## config.mk

```make
export PLATFORM = sky130hd
export DESIGN_NAME = core_mem_arbiter_flat
export DESIGN_NICKNAME = d
export VERILOG_FILES = /design/src/rtl/core_mem_arb_pkg.sv /design/src/rtl/core_mem_arbiter_if.sv /design/src/rtl/core_mem_arb_id_fifo.sv /design/src/rtl/core_mem_arbiter.sv /design/src/flat_wrapper.sv
export SDC_FILE = /design/constraint.sdc
export NUM_CORES = 1
export LEC_CHECK = 0
export CAP_MARGIN = 20
export CORE_MARGIN = 8
export CORE_UTILIZATION = 22
export CTS_CLUSTER_SIZE = 25
export DETAILED_ROUTE_END_ITERATION = 8
export GPL_TIMING_DRIVEN = 1
export PLACE_DENSITY = 0.78
export SETUP_SLACK_MARGIN = 0.05
export SYNTH_ARGS = -nofsm -noshare
export SYNTH_HDL_FRONTEND = slang
export SYNTH_SLANG_ARGS = --single-unit
```

## constraint.sdc

```tcl
create_clock -name clk_i -period 1.9 [get_ports clk_i]
set_clock_uncertainty 0.05 [all_clocks]
set_input_delay 0.19 -clock clk_i [delete_from_list [all_inputs] [get_ports clk_i]]
set_output_delay 0.19 -clock clk_i [all_outputs]
set_load 0.01 [all_outputs]
```

## src/rtl/core_mem_arb_pkg.sv

```systemverilog
// Shared types for the core memory arbiter: requester IDs and FSM states.
package core_mem_arb_pkg;

    typedef enum logic {
        REQ_INSTR = 1'b0,
        REQ_DATA  = 1'b1
    } req_id_e;

    typedef enum logic {
        IDLE     = 1'b0,
        WAIT_GNT = 1'b1
    } arb_state_e;

    // The requester that is not `id`; used to hand priority across after a grant.
    function automatic req_id_e other_id(req_id_e id);
        return (id == REQ_DATA) ? REQ_INSTR : REQ_DATA;
    endfunction

endpackage

```

## src/rtl/core_mem_arbiter_if.sv

```systemverilog
// Bus bundle for core_mem_arbiter: fetch port, data port, memory port, error flag.
// slave = arbiter view, master = core/memory environment view.
interface core_mem_arbiter_if #(
    parameter int ADDR_WIDTH = 32,
    parameter int DATA_WIDTH = 32
);
    logic                    instr_req_i;
    logic                    instr_gnt_o;
    logic                    instr_rvalid_o;
    logic [ADDR_WIDTH-1:0]   instr_addr_i;
    logic [DATA_WIDTH-1:0]   instr_rdata_o;

    logic                    data_req_i;
    logic                    data_gnt_o;
    logic                    data_rvalid_o;
    logic                    data_we_i;
    logic [DATA_WIDTH/8-1:0] data_be_i;
    logic [ADDR_WIDTH-1:0]   data_addr_i;
    logic [DATA_WIDTH-1:0]   data_wdata_i;
    logic [DATA_WIDTH-1:0]   data_rdata_o;

    logic                    mem_req_o;
    logic                    mem_gnt_i;
    logic                    mem_rvalid_i;
    logic                    mem_we_o;
    logic [DATA_WIDTH/8-1:0] mem_be_o;
    logic [ADDR_WIDTH-1:0]   mem_addr_o;
    logic [DATA_WIDTH-1:0]   mem_wdata_o;
    logic [DATA_WIDTH-1:0]   mem_rdata_i;

    logic                    err_o;

    modport slave (
        input  instr_req_i, instr_addr_i,
        output instr_gnt_o, instr_rvalid_o, instr_rdata_o,
        input  data_req_i, data_we_i, data_be_i, data_addr_i, data_wdata_i,
        output data_gnt_o, data_rvalid_o, data_rdata_o,
        output mem_req_o, mem_we_o, mem_be_o, mem_addr_o, mem_wdata_o,
        input  mem_gnt_i, mem_rvalid_i, mem_rdata_i,
        output err_o
    );

    modport master (
        output instr_req_i, instr_addr_i,
        input  instr_gnt_o, instr_rvalid_o, instr_rdata_o,
        output data_req_i, data_we_i, data_be_i, data_addr_i, data_wdata_i,
        input  data_gnt_o, data_rvalid_o, data_rdata_o,
        input  mem_req_o, mem_we_o, mem_be_o, mem_addr_o, mem_wdata_o,
        output mem_gnt_i, mem_rvalid_i, mem_rdata_i,
        input  err_o
    );
endinterface

```

## src/rtl/core_mem_arb_id_fifo.sv

```systemverilog
// In-order FIFO of requester IDs for granted-but-unanswered transactions.
// Push and pop in the same cycle is legal even when full (count unchanged).
module core_mem_arb_id_fifo
    import core_mem_arb_pkg::*;
#(
    parameter int DEPTH = 2
) (
    input  logic    clk_i,
    input  logic    rst_ni,
    input  logic    push,
    input  req_id_e push_id,
    input  logic    pop,
    output req_id_e head_id,
    output logic    full,
    output logic    empty
);
    localparam int PW = (DEPTH > 1) ? $clog2(DEPTH) : 1;
    localparam int CW = $clog2(DEPTH + 1);

    req_id_e       slots [DEPTH];
    logic [PW-1:0] wr_ptr, rd_ptr;
    logic [CW-1:0] count;

    function automatic logic [PW-1:0] bump(logic [PW-1:0] p);
        return (p == PW'(DEPTH - 1)) ? '0 : p + 1'b1;
    endfunction

    assign full    = (count == CW'(DEPTH));
    assign empty   = (count == '0);
    assign head_id = slots[rd_ptr];

    // Pointer, occupancy and storage update; everything cleared on reset.
    always_ff @(posedge clk_i or negedge rst_ni) begin
        if (!rst_ni) begin
            wr_ptr <= '0;
            rd_ptr <= '0;
            count  <= '0;
            for (int i = 0; i < DEPTH; i++) slots[i] <= REQ_INSTR;
        end else begin
            if (push) begin
                slots[wr_ptr] <= push_id;
                wr_ptr        <= bump(wr_ptr);
            end
            if (pop) rd_ptr <= bump(rd_ptr);
            if (push && !pop)      count <= count + 1'b1;
            else if (pop && !push) count <= count - 1'b1;
        end
    end
endmodule

```

## src/rtl/core_mem_arbiter.sv

```systemverilog
// Fetch/data arbiter in front of a single-ported req/gnt/rvalid memory.
// Define CORE_MEM_ARB_RR_EN for round-robin; otherwise data beats instruction.
module core_mem_arbiter
    import core_mem_arb_pkg::*;
#(
    parameter int MAX_OUTSTANDING = 2,
    parameter int ADDR_WIDTH      = 32,
    parameter int DATA_WIDTH      = 32
) (
    input logic               clk_i,
    input logic               rst_ni,
    core_mem_arbiter_if.slave bus
);
    localparam int BE_W = DATA_WIDTH / 8;

    arb_state_e state_q, state_d;
    req_id_e    lock_q, lock_d, sel_id, winner, head_id;
    logic       mem_req, push, pop, full, empty, err_q, err_set;
    logic       any_req, slot_free, lock_req, is_data;

    logic [ADDR_WIDTH-1:0] fwd_addr;
    logic [DATA_WIDTH-1:0] fwd_wdata;
    logic [BE_W-1:0]       fwd_be;

    // Reset gates the request path so outputs drop immediately on rst_ni.
    assign any_req   = rst_ni && (bus.instr_req_i || bus.data_req_i);
    assign pop       = bus.mem_rvalid_i && !empty;
    // A response retiring this cycle frees its slot for a same-cycle grant.
    assign slot_free = !full || pop;
    assign lock_req  = (lock_q == REQ_DATA) ? bus.data_req_i : bus.instr_req_i;

`ifdef CORE_MEM_ARB_RR_EN
    req_id_e prio_q;

    // The requester not granted last gets priority on the next contention.
    always_ff @(posedge clk_i or negedge rst_ni) begin
        if (!rst_ni)   prio_q <= REQ_DATA;
        else if (push) prio_q <= other_id(sel_id);
    end

    assign winner = (bus.instr_req_i && bus.data_req_i) ? prio_q :
                    (bus.data_req_i ? REQ_DATA : REQ_INSTR);
`else
    assign winner = bus.data_req_i ? REQ_DATA : REQ_INSTR;
`endif

    // Next-state, selection and error detection.
    always_comb begin
        state_d = state_q;
        lock_d  = lock_q;
        sel_id  = winner;
        mem_req = 1'b0;
        push    = 1'b0;
        err_set = 1'b0;
        case (state_q)
            IDLE: begin
                if (any_req && slot_free) begin
                    mem_req = 1'b1;
                    if (bus.mem_gnt_i) begin
                        push = 1'b1;
                    end else begin
                        state_d = WAIT_GNT;
                        lock_d  = winner;
                    end
                end
            end
            WAIT_GNT: begin
                sel_id = lock_q;
                if (lock_req) begin
                    mem_req = 1'b1;
                    if (bus.mem_gnt_i) begin
                        push    = 1'b1;
                        state_d = IDLE;
                    end
                end else begin
                    // Locked requester withdrew before its grant.
                    err_set = 1'b1;
                    state_d = IDLE;
                end
            end
            default: state_d = IDLE;
        endcase
        if (bus.mem_rvalid_i && empty) err_set = 1'b1;
    end

    // FSM state, locked requester and sticky error flag.
    always_ff @(posedge clk_i or negedge rst_ni) begin
        if (!rst_ni) begin
            state_q <= IDLE;
            lock_q  <= REQ_INSTR;
            err_q   <= 1'b0;
        end else begin
            state_q <= state_d;
            lock_q  <= lock_d;
            err_q   <= err_q | err_set;
        end
    end

    core_mem_arb_id_fifo #(.DEPTH(MAX_OUTSTANDING)) u_id_fifo (
        .clk_i   (clk_i),
        .rst_ni  (rst_ni),
        .push    (push),
        .push_id (sel_id),
        .pop     (pop),
        .head_id (head_id),
        .full    (full),
        .empty   (empty)
    );

    // Forwarded request: fetches are full-word reads; idle bus drives zeros.
    assign is_data   = (sel_id == REQ_DATA);
    assign fwd_addr  = !mem_req ? '0 : (is_data ? bus.data_addr_i  : bus.instr_addr_i);
    assign fwd_wdata = !mem_req ? '0 : (is_data ? bus.data_wdata_i : '0);
    assign fwd_be    = !mem_req ? '0 : (is_data ? bus.data_be_i    : '1);

    assign bus.mem_req_o   = mem_req;
    assign bus.mem_we_o    = mem_req && is_data && bus.data_we_i;
    assign bus.mem_addr_o  = fwd_addr;
    assign bus.mem_wdata_o = fwd_wdata;
    assign bus.mem_be_o    = fwd_be;

    assign bus.instr_gnt_o = bus.mem_gnt_i && mem_req && !is_data;
    assign bus.data_gnt_o  = bus.mem_gnt_i && mem_req && is_data;

    assign bus.instr_rvalid_o = pop && (head_id == REQ_INSTR);
    assign bus.data_rvalid_o  = pop && (head_id == REQ_DATA);
    assign bus.instr_rdata_o  = bus.mem_rdata_i;
    assign bus.data_rdata_o   = bus.mem_rdata_i;

    assign bus.err_o = err_q;
endmodule
```

## src/flat_wrapper.sv

```systemverilog
// flat-port wrapper written by rule: the top's interface ports become plain ports
module core_mem_arbiter_flat import core_mem_arb_pkg::*;
#(
    parameter int MAX_OUTSTANDING = 2,
    parameter int ADDR_WIDTH      = 32,
    parameter int DATA_WIDTH      = 32
)
  (clk_i, rst_ni, bus_instr_req_i, bus_instr_addr_i, bus_instr_gnt_o, bus_instr_rvalid_o, bus_instr_rdata_o, bus_data_req_i, bus_data_we_i, bus_data_be_i, bus_data_addr_i, bus_data_wdata_i, bus_data_gnt_o, bus_data_rvalid_o, bus_data_rdata_o, bus_mem_req_o, bus_mem_we_o, bus_mem_be_o, bus_mem_addr_o, bus_mem_wdata_o, bus_mem_gnt_i, bus_mem_rvalid_i, bus_mem_rdata_i, bus_err_o);
  core_mem_arbiter_if #(.ADDR_WIDTH(ADDR_WIDTH), .DATA_WIDTH(DATA_WIDTH)) bus_i ();
  input logic clk_i;
  input logic rst_ni;
  input wire logic [$bits(bus_i.instr_req_i)-1:0] bus_instr_req_i;
  input wire logic [$bits(bus_i.instr_addr_i)-1:0] bus_instr_addr_i;
  output wire logic [$bits(bus_i.instr_gnt_o)-1:0] bus_instr_gnt_o;
  output wire logic [$bits(bus_i.instr_rvalid_o)-1:0] bus_instr_rvalid_o;
  output wire logic [$bits(bus_i.instr_rdata_o)-1:0] bus_instr_rdata_o;
  input wire logic [$bits(bus_i.data_req_i)-1:0] bus_data_req_i;
  input wire logic [$bits(bus_i.data_we_i)-1:0] bus_data_we_i;
  input wire logic [$bits(bus_i.data_be_i)-1:0] bus_data_be_i;
  input wire logic [$bits(bus_i.data_addr_i)-1:0] bus_data_addr_i;
  input wire logic [$bits(bus_i.data_wdata_i)-1:0] bus_data_wdata_i;
  output wire logic [$bits(bus_i.data_gnt_o)-1:0] bus_data_gnt_o;
  output wire logic [$bits(bus_i.data_rvalid_o)-1:0] bus_data_rvalid_o;
  output wire logic [$bits(bus_i.data_rdata_o)-1:0] bus_data_rdata_o;
  output wire logic [$bits(bus_i.mem_req_o)-1:0] bus_mem_req_o;
  output wire logic [$bits(bus_i.mem_we_o)-1:0] bus_mem_we_o;
  output wire logic [$bits(bus_i.mem_be_o)-1:0] bus_mem_be_o;
  output wire logic [$bits(bus_i.mem_addr_o)-1:0] bus_mem_addr_o;
  output wire logic [$bits(bus_i.mem_wdata_o)-1:0] bus_mem_wdata_o;
  input wire logic [$bits(bus_i.mem_gnt_i)-1:0] bus_mem_gnt_i;
  input wire logic [$bits(bus_i.mem_rvalid_i)-1:0] bus_mem_rvalid_i;
  input wire logic [$bits(bus_i.mem_rdata_i)-1:0] bus_mem_rdata_i;
  output wire logic [$bits(bus_i.err_o)-1:0] bus_err_o;
  assign bus_i.instr_req_i = bus_instr_req_i;
  assign bus_i.instr_addr_i = bus_instr_addr_i;
  assign bus_instr_gnt_o = bus_i.instr_gnt_o;
  assign bus_instr_rvalid_o = bus_i.instr_rvalid_o;
  assign bus_instr_rdata_o = bus_i.instr_rdata_o;
  assign bus_i.data_req_i = bus_data_req_i;
  assign bus_i.data_we_i = bus_data_we_i;
  assign bus_i.data_be_i = bus_data_be_i;
  assign bus_i.data_addr_i = bus_data_addr_i;
  assign bus_i.data_wdata_i = bus_data_wdata_i;
  assign bus_data_gnt_o = bus_i.data_gnt_o;
  assign bus_data_rvalid_o = bus_i.data_rvalid_o;
  assign bus_data_rdata_o = bus_i.data_rdata_o;
  assign bus_mem_req_o = bus_i.mem_req_o;
  assign bus_mem_we_o = bus_i.mem_we_o;
  assign bus_mem_be_o = bus_i.mem_be_o;
  assign bus_mem_addr_o = bus_i.mem_addr_o;
  assign bus_mem_wdata_o = bus_i.mem_wdata_o;
  assign bus_i.mem_gnt_i = bus_mem_gnt_i;
  assign bus_i.mem_rvalid_i = bus_mem_rvalid_i;
  assign bus_i.mem_rdata_i = bus_mem_rdata_i;
  assign bus_err_o = bus_i.err_o;
  core_mem_arbiter #(.MAX_OUTSTANDING(MAX_OUTSTANDING), .ADDR_WIDTH(ADDR_WIDTH), .DATA_WIDTH(DATA_WIDTH)) u_core (.clk_i(clk_i), .rst_ni(rst_ni), .bus(bus_i));
endmodule
```

==> flow_summary.yaml, run 1 <==
status:
  status: "finished, violations left"
  violations: "negative setup slack"
floorplanning:
  die_w_um: 110
  die_area_um2: 12100
  fp.dieH_um: 110
  io_pins: 278
  core_region_area_um2: 8640
  initial_core_util_pct: 22.5
  row_count: 34
global_routing:
  grt_start_max_net_pins: 33
  grt_usage_pct: 15.1
  grt_pass1_vias: 2703
  antenna_found_initial: 0
  grt_pass1_wl_um: 14400
  grt-ovfl-total: 0
final_layout:
  fillerInstances: 830
  fin_util_pct: 43.7
  layout-drive-gt1-share_pct: 41.5
  diodes: 0
  syn_to_final_growth_pct: 94.0
  multi_input_area_um2: 1260
  final_common_cell: "clkdlybuf4s50_1"
  seqCellArea_um2: 225
  nets: 565
  layout_common_cells: "107 x clkdlybuf4s50_1, 65 x nand2_1, 57 x buf_2, 34 x and3b_1, 30 x a21oi_2"
worst_setup_path:
  reg2reg_depth: 9
  cp_max_fo: 7
  cp_data_required_time_ps: 1660
  worst_ep_arrival_time_ps: 1890
  max_stage_delay_ps: 420
  crit_path_end_kind: "output pin"
  cp_cell_sequence: "or3b_4 > a32oi_4 > buf_6 > buf_12 > buf_16 > a21oi_2 > buf_2"
  critical_path_class: "reg2out"
  cp-start-kind: "register"
  crit_slowest_cell: "or3b_4"
sta:
  slew_headroom_pct: 80.5
  worst_pin_slew_ps: 291
  setup_tns_ps: -12660
  hold_viol_final: 0
  period_needed_ps: 2130
  finalWorstSetupSlack_ps: -229
  finalCritPeriodShare_pct: 112
  setup_viol: 71
  max_freq_mhz: 470
  report.final.slew_viol_count: 0
  rsz0062_at_grt: "yes"
cts:
  cts-htree-levels: 1
  clk_pin_slew_ps: 50
  cts_made_buffers: 3
  clockBufferDepth: 2
  cts_hold_buf: 0
  clk_latency_ps: 240
  cts_root_buf: "clkbuf_8"
  clkSinkCount: 9
  cts_tree: "yes"
synth:
  synth_top_cell_area_share_pct: 24.7
  synth-xor-area-share_pct: 1.80
  synth_top_family_by_area: "simple AND/OR/NAND/NOR gates"
  async_flop_share_pct: 100
  syn_area_um2: 1940
  synth_cells: 273
  synth_nets: 413
  synthAdderAreaFrac_pct: 0.644
  syn_avg_cell_area_um2: 7.12
  yosysWarnings: 0
  synth_top_area_cell: "buf_4"
  ys_types: 31
  synthSimpleGateAreaFrac_pct: 35.0
  synthMuxAreaShare_pct: 2.19
  yosys-top-cells-area: "buf_4 25%, and3b_1 15%, nand2_1 13%"
  synth_edf_count: 0
  synth_seq_area_share_pct: 11.6
  synth_flop_cell: "dfrtp_1"
  synth_compound_area_share_pct: 16.0
  ys_ff_latch: 9
job:
  maxCapViolations: 0
drt:
  num_vias: 2425
  drt_wl_total_um: 9980
  dr.pass1.iters: 4
  viasPerCell: 4.56
  drc: 0
  antenna_left: 0
  drt_iter0_markers: 98
  post_drt_wl_per_cell_um: 18.8
placed_design:
  numPortBuffers: 181
  gp_congestion: 0.838
  hpwl_um: 7590
power_and_ir_drop:
  power_mw: 2.66
  ir_drop_mv: 0.388
  p_leak_nw: 1.83
  p_per_area_nw_per_um2: 705
hold_path:
  hp-class: "in2async"
==> critical path: cells and delay by family (launching register included) <==
| kind | cells | cell delay (ps) |
|---|---|---|
| flip-flops | 1 | 390 |
| AND/OR/NAND/NOR | 1 | 420 |
| buffers and inverters | 4 | 550 |
| AO/OA/AOI/OAI | 2 | 290 |
==> cells in the mapped netlist, drive strengths merged, types with 2 or more instances <==
cell type / instances
mux2: 2
nand2: 65
o21ai: 2
nor2b: 4
and2: 3
inv: 2
xnor2: 2
dfrtp: 9
clkbuf: 8
mux2i: 2
a31oi: 2
a32oi: 3
and3b: 34
buf: 77
xor2: 2
a32o: 2
nand4: 3
a21oi: 33
nor2: 12
==> kinds of logic after synthesis <==
family,Yosys count
AOI/OAI and AO/OA,43
xor gates and xnor gates,4
adders and majority gates,1
buffers and inverters,87
DFF,9
muxes,4
and+or+nand+nor,125
==> power by group <==
group / internal (mW) / leakage (nW) / total, mW / switching (mW)
clock network: 0.147 / 0.0228 / 0.227 / 0.0808
registers: 0.271 / 0.103 / 0.329 / 0.0580
logic: 1.16 / 1.70 / 2.10 / 0.937
total: 1.58 / 1.83 / 2.66 / 1.08
==> registers in the layout, indices dropped and copies added (netlist names) <==
signal	flops
u_core.u_id_fifo.count	2
u_core.u_id_fifo.slots	2
u_core.u_id_fifo.wr_ptr	1
u_core.u_id_fifo.rd_ptr	1
u_core.state_q	1
u_core.bus.err_o	1
u_core.lock_q	1
==> path summary, 6_finish.rpt <==
path | start | endpoint | slack, ps
max | u_core.u_id_fifo.count[0] | bus_mem_addr_o[3] | -230
min | rst_ni | u_core.bus.err_o | 230
max reg2reg | u_core.u_id_fifo.count[0] | u_core.u_id_fifo.count[1] | -160
min reg2reg | u_core.bus.err_o | u_core.bus.err_o | 430
max in group asynchronous | rst_ni | u_core.u_id_fifo.slots[1] | 1440
min in group clk_i | bus_mem_rvalid_i | u_core.bus.err_o | 300
==> routing by layer <==
| layer | vias to the layer above | part of all wire (%) | global-route usage, % |
|---|---|---|---|
| li1 | 1147 | - | - |
| met4 | 0 | 3.2 | 5.30 |
| met5 | - | 0 | 0 |
| met1 | 1104 | 32 | 13.6 |
| met3 | 25 | 13 | 5.52 |
| met2 | 149 | 52 | 30.0 |
==> metrics by stage <==
| stage | hold slack [ps] | worst slack [ps] | cells | area (um^2) |
|---|---|---|---|---|
| detailed placement | 330 | -796 | 504 | 3530 |
| global placement | 330 | -768 | 504 | 3530 |
| CTS | 240 | -270 | 534 | 3760 |
| floorplan | -156 | -140 | 273 | 1960 |
| finish | 227 | -229 | 532 | 3770 |
| global route | 256 | -283 | 532 | 3770 |
==> timing repair <==
item	4_1_cts	5_1_grt
resized for setup	354	17
buffers inserted	20	2
pin swaps	8	3
cloned	6	0
setup endpoints to repair	76	76
==> final cells by class <==
cell class                      instances  share of cell area, %
Timing Repair Buffer                  231                   55.5
Multi-Input combinational cell        178                   33.5
Inverter                                2                  0.266
Tap cell                              108                   3.58
Sequential cell                         9                   5.97
Clock buffer                            4                   1.19
(Power assumes the default switching activity.)
==> run 2, diff against run 1 <==
--- a/config.mk
+++ b/config.mk
@@ -6,12 +6,12 @@
 export NUM_CORES = 1
 export LEC_CHECK = 0
 export CAP_MARGIN = 20
-export CORE_MARGIN = 8
-export CORE_UTILIZATION = 22
-export CTS_CLUSTER_SIZE = 25
+export CORE_AREA = 8 8 100 102
+export CTS_CLUSTER_SIZE = 12
 export DETAILED_ROUTE_END_ITERATION = 8
+export DIE_AREA = 0 0 108 110
 export GPL_TIMING_DRIVEN = 1
-export PLACE_DENSITY = 0.78
+export PLACE_DENSITY = 0.79
 export SETUP_SLACK_MARGIN = 0.05
 export SYNTH_ARGS = -nofsm -noshare
 export SYNTH_HDL_FRONTEND = slang
==> constraint.sdc (replaced) <==
create_clock -name clk_i -period 2.3 [get_ports clk_i]
set_clock_uncertainty 0.05 [all_clocks]
set_input_delay 0.23 -clock clk_i [delete_from_list [all_inputs] [get_ports clk_i]]
set_output_delay 0.23 -clock clk_i [all_outputs]
set_load 0.01 [all_outputs]
==> run 2 against run 1 <==
Net effect: worst setup slack improved by 340 ps; via count decreased by 4.3%; die area decreased by 1.8%; the flow now finishes without violations; clock-buffer cell count unchanged; global-route usage decreased by 2.0 points; clock power decreased by 19%; register-to-register slack improved by 300 ps; combinational power decreased by 30%; highest routed layer unchanged; worst hold slack improved by 56 ps; sequential share of layout area increased by 0.34 points; sequential power decreased by 18%; largest power group unchanged; core utilization decreased by 1.5 points.
==> flow_summary.yaml, run 2 (synthesis gave the netlist of run 1 again) <==
worst_setup_path:
  reg2reg_from: "u_core.u_id_fifo.count[0]"
  cp_num_buf_inv: 5
  cp_max_fo: 8
  crit_path_end_kind: "output pin"
  max_stage_delay_ps: 490
  cp-start-kind: "input pin"
  reg2reg_depth: 9
  worst_ep_arrival_time_ps: 1910
  r2r-end: "u_core.u_id_fifo.count[1]"
  cp_cell_sequence: "clkdlybuf4s50_1 > nor2b_1 > buf_4 > a32oi_4 > buf_6 > clkbuf_16 > a21oi_2 > clkdlybuf4s15_1"
  cp_data_required_time_ps: 2020
  cp_top_family: "buffers and inverters"
  critical_path_class: "in2out"
  crit_slowest_cell: "clkdlybuf4s50_1"
  r2r_setup_slack_ps: 140
floorplanning:
  io_pins: 278
  core_region_area_um2: 8470
  initial_core_util_pct: 23.0
  row_count: 34
  die_area_um2: 11900
  die_w_um: 108
  fp.dieH_um: 110
drt:
  dr.pass1.iters: 4
  post_drt_wl_per_cell_um: 18.1
  drt_iter0_markers: 163
  antenna_left: 0
  drt_wl_total_um: 9310
  viasPerCell: 4.52
  drc: 0
  num_vias: 2321
hold_path:
  hp-class: "in2async"
sta:
  period_needed_ps: 2190
  hold_viol_final: 0
  report.final.slew_viol_count: 0
  setup_tns_ps: 0
  max_freq_mhz: 456
  setup_viol: 0
  rsz0062_at_grt: "yes"
  finalCritPeriodShare_pct: 95.4
  slew_headroom_pct: 64.5
  worst_pin_slew_ps: 527
placed_design:
  hpwl_um: 7540
  numPortBuffers: 181
  gp_congestion: 0.850
  postPlaceCellArea_um2: 3490
final_layout:
  fillerInstances: 832
  diodes: 0
  largestRegisters: "u_core.u_id_fifo.count (2), u_core.u_id_fifo.slots (2)"
  multi_input_area_um2: 1100
  fin_util_pct: 42.2
  layout_common_cells: "107 x clkdlybuf4s50_1, 65 x nand2_1, 42 x dlygate4sd2_1, 34 x and3b_1, 23 x a21oi_1"
  fin_area_um2: 3570
  seqCellArea_um2: 225
  syn_to_final_growth_pct: 83.7
  nets: 547
  final_common_cell: "clkdlybuf4s50_1"
  layout-drive-gt1-share_pct: 17.2
global_routing:
  grt_pass1_wl_um: 12500
  grt_usage_pct: 13.1
  grt_start_max_net_pins: 37
  grt-ovfl-total: 0
  antenna_found_initial: 0
  grt_pass1_vias: 2394
cts:
  cts_made_buffers: 3
  cts_tree: "yes"
  clk_pin_slew_ps: 40
  cts_root_buf: "clkbuf_8"
  clk_latency_ps: 230
  clkSinkCount: 9
  cts_hold_buf: 0
  cts-htree-levels: 1
  clockBufferDepth: 2
power_and_ir_drop:
  intPower_mw: 1.15
  comb_power_share_pct: 76.4
  p_per_area_nw_per_um2: 538
  p_leak_nw: 1.78
  power_mw: 1.92
  p_sw_uw: 768
  clockPowerShare_pct: 9.5
  ir_drop_mv: 0.340
  sequentialPowerShare_pct: 14.1
  switching_share_pct: 40.0
status:
  status: "completed"
job:
  maxCapViolations: 0
## run 2: routing by layer
layer,global-route usage [%],vias up,wire (um)
li1,-,1109,-
met1,12.3,1034,3140
met2,24.5,148,4830
met3,5.00,30,1010
met4,6.64,0,332
met5,0,-,0
## run 2: cell type report
type                            instances  share of cell area [%]
Inverter                                2                   0.210
Tap cell                              108                    3.79
Sequential cell                         9                    6.31
Timing Repair Buffer                  214                    57.7
Clock buffer                            4                    1.26
Multi-Input combinational cell        177                    30.8
## run 2: stage by stage
step / setup WS (ps) / instances / hold slack, ps
after floorplan: 240 / 273 / -116
after global placement: -227 / 499 / 410
after detailed placement: -280 / 499 / 410
after CTS: 35.9 / 508 / 285
after global routing: 35.6 / 514 / 294
final: 106 / 514 / 284
## run 2: how the worst max path moves through the flow
stage | cells past startpoint | end | from
after floorplan | 8 | u_core.u_id_fifo.count[1] | u_core.u_id_fifo.count[0]
after global placement | 6 | bus_mem_addr_o[6] | bus_mem_rvalid_i
after detailed placement | 6 | bus_mem_addr_o[6] | bus_mem_rvalid_i
after CTS | 7 | bus_mem_addr_o[22] | bus_mem_rvalid_i
after global routing | 6 | bus_mem_addr_o[0] | u_core.u_id_fifo.count[0]
final | 8 | bus_mem_addr_o[8] | rst_ni
## run 2: power by group through the flow
| stage | Sequential [mW] | Combinational (mW) | Clock (mW) |
|---|---|---|---|
| floorplan | 0.273 | 0.798 | 0 |
| global placement | 0.267 | 1.40 | 0 |
| detailed placement | 0.272 | 1.43 | 0 |
| CTS | 0.270 | 1.39 | 0.184 |
| global route | 0.279 | 1.57 | 0.194 |
| finish | 0.271 | 1.47 | 0.183 |
## run 2: what timing repair did
item	in CTS	in global routing
pin swaps	2	2
setup buffers	4	4
gates resized for setup	83	44
setup endpoints to repair	73	73
gates cloned	1	2
==> run 3, diff against run 2 <==
--- a/config.mk
+++ b/config.mk
@@ -6,12 +6,12 @@
 export NUM_CORES = 1
 export LEC_CHECK = 0
 export CAP_MARGIN = 20
-export CORE_AREA = 8 8 100 102
+export CORE_AREA = 8 8 101 103
 export CTS_CLUSTER_SIZE = 12
 export DETAILED_ROUTE_END_ITERATION = 8
-export DIE_AREA = 0 0 108 110
+export DIE_AREA = 0 0 109 111
 export GPL_TIMING_DRIVEN = 1
-export PLACE_DENSITY = 0.79
+export PLACE_DENSITY = 0.78
 export SETUP_SLACK_MARGIN = 0.05
 export SYNTH_ARGS = -nofsm -noshare
 export SYNTH_HDL_FRONTEND = slang
==> constraint.sdc (replaced) <==
create_clock -name clk_i -period 2.8 [get_ports clk_i]
set_clock_uncertainty 0.05 [all_clocks]
set_input_delay 0.28 -clock clk_i [delete_from_list [all_inputs] [get_ports clk_i]]
set_output_delay 0.28 -clock clk_i [all_outputs]
set_load 0.01 [all_outputs]
==> run 3 against run 2 <==
Net effect: sequential power down 8.1%; first-iteration DRC count down 29%; sequential cell count unchanged; register-to-register slack better by 350 ps; power down 21%; design area down 1.9%; worst setup slack better by 44 ps; highest routed layer unchanged; largest power group unchanged; critical path type unchanged; largest cell class unchanged; global-route usage up 1.0 points; die area up 1.8%; via count down 1.1%; non-clock buffer count down 19.
==> flow_summary.yaml, run 3 (synthesis gave the netlist of run 1 again) <==
floorplanning:
  row_count: 34
  core_region_area_um2: 8550
  io_pins: 278
  fp.dieH_um: 111
  die_w_um: 109
  initial_core_util_pct: 22.7
  die_area_um2: 12100
global_routing:
  grt_pass1_vias: 2579
  met1_usage_pct: 11.6
  antenna_found_initial: 0
  grt-ovfl-total: 0
  grt_start_max_net_pins: 35
  grt_pass1_wl_um: 13800
  grt_usage_pct: 14.1
  use_met3_pct: 8.43
  met2_usage_pct: 27.3
  busiest_layer: "met2"
drt:
  num_vias: 2296
  drc: 0
  drt_wl_total_um: 9210
  drt_iter0_markers: 116
  post_drt_wl_per_cell_um: 18.6
  dr.pass1.iters: 4
  antenna_left: 0
  viasPerCell: 4.63
final_layout:
  final_cell_count_no_fill: 496
  final_common_cell: "clkdlybuf4s50_1"
  nets: 529
  fin_util_pct: 40.9
  syn_to_final_growth_pct: 80.2
  largestRegisters: "u_core.u_id_fifo.count (2), u_core.u_id_fifo.slots (2)"
  layout-drive-gt1-share_pct: 9.28
  seqCellArea_um2: 225
  diodes: 0
  multi_input_area_um2: 1110
  layout_common_cells: "181 x clkdlybuf4s50_1, 65 x nand2_1, 34 x and3b_1, 23 x a21oi_1, 12 x nor2_1"
  fillerInstances: 827
power_and_ir_drop:
  p_per_area_nw_per_um2: 435
  ir_drop_mv: 0.196
  p_sw_uw: 597
  clockPowerShare_pct: 9.9
  sequentialPowerShare_pct: 16.4
  power_mw: 1.52
  p_leak_nw: 1.46
  switching_share_pct: 39.3
  comb_power_share_pct: 73.7
  intPower_uw: 924
worst_setup_path:
  cp-start-kind: "input pin"
  crit_path_end_kind: "output pin"
  reg2reg_depth: 8
  worst_ep_arrival_time_ps: 2320
  cp_max_fo: 20
  critical_path_class: "in2out"
  cp_data_required_time_ps: 2470
cts:
  clkSinkCount: 9
  clockBufferDepth: 2
  clk_latency_ps: 230
  cts_made_buffers: 3
  clk_pin_slew_ps: 50
  cts_tree: "yes"
  cts-htree-levels: 1
  cts_root_buf: "clkbuf_8"
sta:
  worst_pin_slew_ps: 521
  max_freq_mhz: 377
  report.final.slew_viol_count: 0
  period_needed_ps: 2650
  finalCritPeriodShare_pct: 94.7
  rsz0062_at_grt: "no"
  setup_viol: 0
  hold_viol_final: 0
  finalWorstSetupSlack_ps: 150
  slew_headroom_pct: 64.9
hold_path:
  hp-class: "in2async"
job:
  maxCapViolations: 0
status:
  status: "completed"
placed_design:
  gp_congestion: 0.797
  numPortBuffers: 181
  place_inst: 488
  place_ws_ps: -72.4
  hpwl_um: 7620
## run 3: timing repair
| action | 4_1_cts | 5_1_grt |
|---|---|---|
| resized for setup | 0 | 1 |
| hold buffers | 0 | 0 |
| hold endpoints to repair | 0 | 0 |
| setup endpoints to repair | 34 | 59 |
| pin swaps | 2 | 2 |
| setup buffers | 2 | 1 |
| cloned | 1 | 0 |
## run 3: final timing paths
path	start	to	slack, ps
worst max-delay path	bus_data_req_i	bus_mem_addr_o[30]	150
min in group clk_i	u_core.bus.err_o	u_core.bus.err_o	450
max in group asynchronous	rst_ni	u_core.u_id_fifo.slots[1]	2250
worst max register to register	u_core.u_id_fifo.count[0]	u_core.u_id_fifo.count[1]	490
worst min register to register	u_core.bus.err_o	u_core.bus.err_o	450
worst min-delay path	rst_ni	u_core.bus.err_o	320
## run 3: through the flow
stage	hold WS [ps]	TNS, ps	instance area (um^2)
2_1_floorplan	-65.6	0	1940
5_1_grt	330	0	3500
3_5_place_dp	437	-1260	3410
3_3_place_gp	416	-95.3	3410
4_1_cts	321	0	3480
6_report	316	0	3500
## run 3: per-layer routing
metal,part of all wire (%),vias to the layer above
met5,0,-
met4,1.1,0
met3,17,11
met2,52,221
met1,30,993
li1,-,1071
## run 3: power groups by stage
stage / Sequential [mW] / Combinational (mW) / Clock (mW)
after floorplan: 0.224 / 0.656 / 0
after global placement: 0.242 / 1.06 / 0
after detailed placement: 0.246 / 1.09 / 0
after CTS: 0.247 / 1.12 / 0.153
after global routing: 0.255 / 1.21 / 0.158
final: 0.249 / 1.12 / 0.150
## run 3: area by class of cell
type | count | share of cell area (%)
Sequential cell | 9 | 6.43
Inverter | 2 | 0.214
Multi-Input combinational cell | 178 | 31.7
Timing Repair Buffer | 195 | 56.5
Clock buffer | 4 | 1.29
Tap cell | 108 | 3.86
## run 3: worst max-delay path, stage by stage
cell             delay [ps]
clkdlybuf4s50_1         630
mux2_2                  300
a32oi_4                  70
buf_12                  150
buf_12                  140
a21oi_1                 140
clkdlybuf4s50_1         580
